`config.mk`:
```
export PLATFORM = sky130hd
export DESIGN_NAME = inv_bus_rx
export DESIGN_NICKNAME = d
export VERILOG_FILES = /design/src/rtl/inv_bus_pkg.sv /design/src/rtl/inv_bus_rx_bit_sync.sv /design/src/rtl/inv_bus_rx.sv
export SDC_FILE = /design/constraint.sdc
export NUM_CORES = 1
export LEC_CHECK = 0
export ABC_AREA = 1
export CORE_ASPECT_RATIO = 1.1
export CORE_MARGIN = 2
export CORE_UTILIZATION = 45
export DETAILED_ROUTE_END_ITERATION = 7
export DONT_BUFFER_PORTS = 1
export SYNTH_ARGS = -nofsm -noshare
export SYNTH_HDL_FRONTEND = slang
export SYNTH_SLANG_ARGS = --single-unit
```
`constraint.sdc`:
```
create_clock -name Clk -period 1.6 [get_ports Clk]
set_input_delay 0.32 -clock Clk [delete_from_list [all_inputs] [get_ports Clk]]
set_output_delay 0.32 -clock Clk [all_outputs]
set_load 0.05 [all_outputs]
```
`src/rtl/inv_bus_pkg.sv`:
```
// Shared definitions for the inverted single-wire bus (receiver and transmitter).
package inv_bus_pkg;

    localparam int unsigned DEF_DATA_W       = 8;
    localparam int unsigned DEF_CLKS_PER_BIT = 16;

    localparam logic BUS_IDLE  = 1'b1;
    localparam logic BUS_START = 1'b0;

    typedef enum logic [2:0] {
        IDLE,
        START,
        DATA,
        STOP,
        BREAK
    } rx_state_t;

endpackage

```
`src/rtl/inv_bus_rx_bit_sync.sv`:
```
// Two-flop synchronizer for an asynchronous single-bit input.
module bit_sync #(
    parameter logic RST_VAL = 1'b1
) (
    input  logic clk,
    input  logic rst_n,
    input  logic d,
    output logic q
);

    logic meta;

    always_ff @(posedge clk or negedge rst_n) begin
        if (!rst_n) begin
            meta <= RST_VAL;
            q    <= RST_VAL;
        end else begin
            meta <= d;
            q    <= meta;
        end
    end

endmodule

```
`src/rtl/inv_bus_rx.sv`:
```
// Receiver for the inverted tri-state serial bus: oversampled framing,
// bit re-inversion and a single-entry valid/ready holding register.
module inv_bus_rx
    import inv_bus_pkg::*;
#(
    parameter int unsigned DATA_W       = DEF_DATA_W,
    parameter int unsigned CLKS_PER_BIT = DEF_CLKS_PER_BIT
) (
    input  logic              Clk,
    input  logic              Rst_n,
    input  logic              BusLine,
    output logic [DATA_W-1:0] Data,
    output logic              Valid,
    input  logic              Ready,
    output logic              FrameErr,
    output logic              Overrun,
    output logic              Busy
);

    localparam int unsigned CNT_W  = $clog2(CLKS_PER_BIT);
    localparam int unsigned BIDX_W = (DATA_W > 1) ? $clog2(DATA_W) : 1;

    localparam logic [CNT_W-1:0]  HALF_M1  = CNT_W'(CLKS_PER_BIT / 2 - 1);
    localparam logic [CNT_W-1:0]  FULL_M1  = CNT_W'(CLKS_PER_BIT - 1);
    localparam logic [BIDX_W-1:0] LAST_IDX = BIDX_W'(DATA_W - 1);

    logic              line_s;
    rx_state_t         state;
    logic [CNT_W-1:0]  cnt;
    logic [BIDX_W-1:0] bit_idx;
    logic [DATA_W-1:0] shreg;

    bit_sync #(
        .RST_VAL(BUS_IDLE)
    ) u_sync (
        .clk  (Clk),
        .rst_n(Rst_n),
        .d    (BusLine),
        .q    (line_s)
    );

    always_ff @(posedge Clk or negedge Rst_n) begin
        if (!Rst_n) begin
            state    <= IDLE;
            cnt      <= '0;
            bit_idx  <= '0;
            shreg    <= '0;
            Data     <= '0;
            Valid    <= 1'b0;
            FrameErr <= 1'b0;
            Overrun  <= 1'b0;
            Busy     <= 1'b0;
        end else begin
            FrameErr <= 1'b0;
            Overrun  <= 1'b0;
            // A load in STOP below overrides this consume.
            if (Valid && Ready)
                Valid <= 1'b0;

            case (state)
                IDLE: begin
                    if (line_s == BUS_START) begin
                        state <= START;
                        cnt   <= '0;
                        Busy  <= 1'b1;
                    end
                end
                START: begin
                    if (cnt == HALF_M1) begin
                        cnt <= '0;
                        if (line_s == BUS_START) begin
                            state   <= DATA;
                            bit_idx <= '0;
                        end else begin
                            state <= IDLE;
                            Busy  <= 1'b0;
                        end
                    end else begin
                        cnt <= cnt + 1'b1;
                    end
                end
                DATA: begin
                    if (cnt == FULL_M1) begin
                        cnt   <= '0;
                        shreg <= {~line_s, shreg[DATA_W-1:1]};
                        if (bit_idx == LAST_IDX)
                            state <= STOP;
                        else
                            bit_idx <= bit_idx + 1'b1;
                    end else begin
                        cnt <= cnt + 1'b1;
                    end
                end
                STOP: begin
                    if (cnt == FULL_M1) begin
                        cnt <= '0;
                        if (line_s == BUS_IDLE) begin
                            state <= IDLE;
                            Busy  <= 1'b0;
                            if (!Valid || Ready) begin
                                Data  <= shreg;
                                Valid <= 1'b1;
                            end else begin
                                Overrun <= 1'b1;
                            end
                        end else begin
                            FrameErr <= 1'b1;
                            state    <= BREAK;
                        end
                    end else begin
                        cnt <= cnt + 1'b1;
                    end
                end
                BREAK: begin
                    if (line_s == BUS_IDLE) begin
                        state <= IDLE;
                        Busy  <= 1'b0;
                    end
                end
                default: begin
                    state <= IDLE;
                    Busy  <= 1'b0;
                end
            endcase
        end
    end

endmodule

```
==> results.md <==
- Post-layout util: 52.37%
- Worst Hold End: Overrun$_DFF_PN0_
- CP Cell Sequence: ha_2 -> nand2_1 -> nor2_2 -> nor2_1 -> nor2_2 -> nand2_1 -> nand2_1 -> nand2_1
- Status: finished clean
- Netlist Area Pre-Place: between 1500 and 2000 µm²
- Minimum clock period: about 1.5 ns
- Fin area: 1715 µm²
- DR WL/cell: 12.87 µm
- Worst hold slack: 0.2362 ns
- Worst Slack Setup Final: 0.08007 ns
- Largest net degree at the start of global routing: 33
- Slew @ Worst Pin: between 0.4 and 0.5 ns
- Pre-CTS WS: 0.04408 ns
- Most common cell on crit path: nand2_1
- Bufs and invs on worst path: 0
- Drt initial violations: 35
- Synthesized instance count: about 170
- Worst Hold Launch: Ready
- Die W: 59.24 µm
- Clock transition at the registers of the reported paths: 0.11 ns
- Crit share post-route: 95.00%
- Commonest non-fill, non-tap cells in the layout: 43 x nand2_1, 30 x dfrtp_1, 19 x inv_1
- CTS tree: done
- R2R cell count: 8
- Register area share after synthesis: 53.19%
- Worst Path Max Fanout: 4
- CP top delay family: simple AND/OR/NAND/NOR gates
- Reg-to-reg startpoint: cnt[0]$_DFFE_PN0P_
- Post-synthesis cell type count: 19
- Power per cell area: 1421 nW/µm²
- Area Growth Syn to Fin: 13.59%
- Max Cap Viol: 0
- Flop2flop setup slack: 0.08 ns
- Initial antenna violation count: 0
- Global-route wire length before repair: about 5000 µm
- Vias per std cell: a little over 5
- Max Clk Rate: 0.6579 GHz
- Layout cells sized above 1: 20.44%
- # diodes: 0
- WS Path Type: flop to flop
- Syn_area_per_cell: 8.936 µm²
- Core footprint: 3276 µm²
- Filler instances: 302
- CP endpoint kind: flop
- Power Total: approximately 2.4 mW
- CTS Buffer Depth: 2
- YS warnings: 0
- Slowest stage cell on the critical path: dfrtp_1
- Rows: 22
- Clk sinks: 32
- Max_slew headroom: 67.06%
- Top-Level Pins: 16
- Worst Skew: 0.01460 ns
- FF/Latch Area: ~800 µm²
- H-tree Lvls: 2
- Multi-input logic area: 618.1 µm²
- Drt pass-1 iters: 4
- CTS root buffer: clkbuf_4
- Final hold violations: 0
- Starting Density: 46.10%
- Synth top area cells: dfrtp_1 50%, nand2_1 11%, o21ai_2 5.8%
- Share of the synthesized area in the top cell type: between 40 and 50%
- Placed instance area: around 1500 µm²
- Residual DRC: 0
- Pleak: 0.8132 nW
- CP arrival: around 1.8 ns
- Placed Cells: a little over 200
- Worst-skew pair later-pin latency: 0.34 ns
- Buffers on Ports: 0
- Inserted Clock Buffers: 5
- Total grt overflow: 0
- Hold Crit Depth: 3
- Final WL: 2793 µm
- Mapped Nets: 176
- Count of endpoints failing setup in the final report: 0
- Vias in the first global route: about 1100
- Reg-to-Reg End: state[1]$_DFFE_PN0P_
- Crit start category: flop
- Commonest non-fill, non-tap cell in the layout: nand2_1
- Synth area leader: dfrtp_1
- FF+latch count, synth: 32
- Final #Nets: 187
- Total negative slack: 0 ns
- Via count: 1121
- Die ar.: around 3800 µm²
- RD Place Congestion: 0.8136
- HPWL Detailed: 1922 µm
- Hold Crit Class: input port to flop
- Slowest stage delay, CP: around 0.41 ns
- WP data required: 1.84 ns
- GR Util All Layers: 17.31%
- Non-Filler Instances: approximately 220
- Routed Antenna Nets: 0
- Max-slew violation count: 0
- VDD IR max: 0.0004451 V
- Die Y: 64.76 µm
## metal layers
layer | wire [µm] | global-route usage (%) | part of all wire (%)
met1 | 1162 | 19.20 | 42
met2 | 1469 | 28.98 | 53
met3 | 112 | 6.587 | 4.0
met4 | 48 | 7.386 | 1.7
met5 | 0 | 0 | 0
## flip-flops by register name, summed over array words and instances, names as in the netlist
name	count
shreg	8
cnt	4
u_sync.meta	1
u_sync.q	1
state	3
FrameErr	1
bit_idx	3
Busy	1
Overrun	1
Data	8
Valid	1
## power by group
part	internal, mW	switching (mW)
registers	0.912	0.175
logic	0.232	0.418
clock network	0.415	0.286
total	1.56	0.880
## cell families (layout without fill, tap and decap cells)
kind of cell,after synthesis,after routing,synth area share [%]
adder cells (fa/ha/maj),3,3,2.486
AO/OA/AOI/OAI,25,25,10.77
XOR/XNOR,2,2,1.160
buffers and inverters,23,35,6.711
AND/OR/NAND/NOR,84,84,25.68
flip-flops,32,32,53.19
## tightest hold or removal path: stages
cell	delay [ns]
nor2_1	0.02
inv_1	0.14
nor2_1	0.07
## how the worst max path moves through the flow
stage	startpoint	end	slack [ns]	depth (start not counted)
floorplan	cnt[0]$_DFFE_PN0P_	Data[0]$_DFFE_PN0P_	0.23	7
global placement	cnt[0]$_DFFE_PN0P_	Data[6]$_DFFE_PN0P_	0.10	6
detailed placement	cnt[0]$_DFFE_PN0P_	Data[3]$_DFFE_PN0P_	0.04	6
CTS	cnt[0]$_DFFE_PN0P_	Data[5]$_DFFE_PN0P_	0.006	6
global route	cnt[0]$_DFFE_PN0P_	state[1]$_DFFE_PN0P_	-0.03	8
finish	cnt[0]$_DFFE_PN0P_	state[1]$_DFFE_PN0P_	0.08	8
## area by class of cell
class | instances | area share [%]
sequential | 32 | 46.83
multi-input combinational | 114 | 36.03
inverter | 21 | 4.595
timing repair buffer | 6 | 4.376
clock buffer | 7 | 3.793
tap | 36 | 2.626
clock inverter | 1 | 1.751
## cells in the mapped netlist
| cell | instances |
|---|---|
| inv_1 | 19 |
| xor2_1 | 2 |
| a21oi_1 | 2 |
| nand4_1 | 3 |
| dfstp_2 | 2 |
| nand3_2 | 1 |
| dfrtp_1 | 30 |
| o21ai_0 | 13 |
| nand4_4 | 1 |
| nor2_4 | 2 |
| nor2_1 | 18 |
| o21ai_2 | 10 |
| nand3_1 | 11 |
| ha_1 | 3 |
| inv_2 | 2 |
| nand2_1 | 43 |
| buf_6 | 2 |
| nor2_2 | 1 |
| nand2_2 | 4 |
## what timing repair did
action	CTS	global route
gates resized for setup	0	4
hold buffers	3	0
endpoints found under the setup margin	0	14
buffers inserted	0	1
hold endpoints to repair	33	0
(Power assumes the default switching activity.)
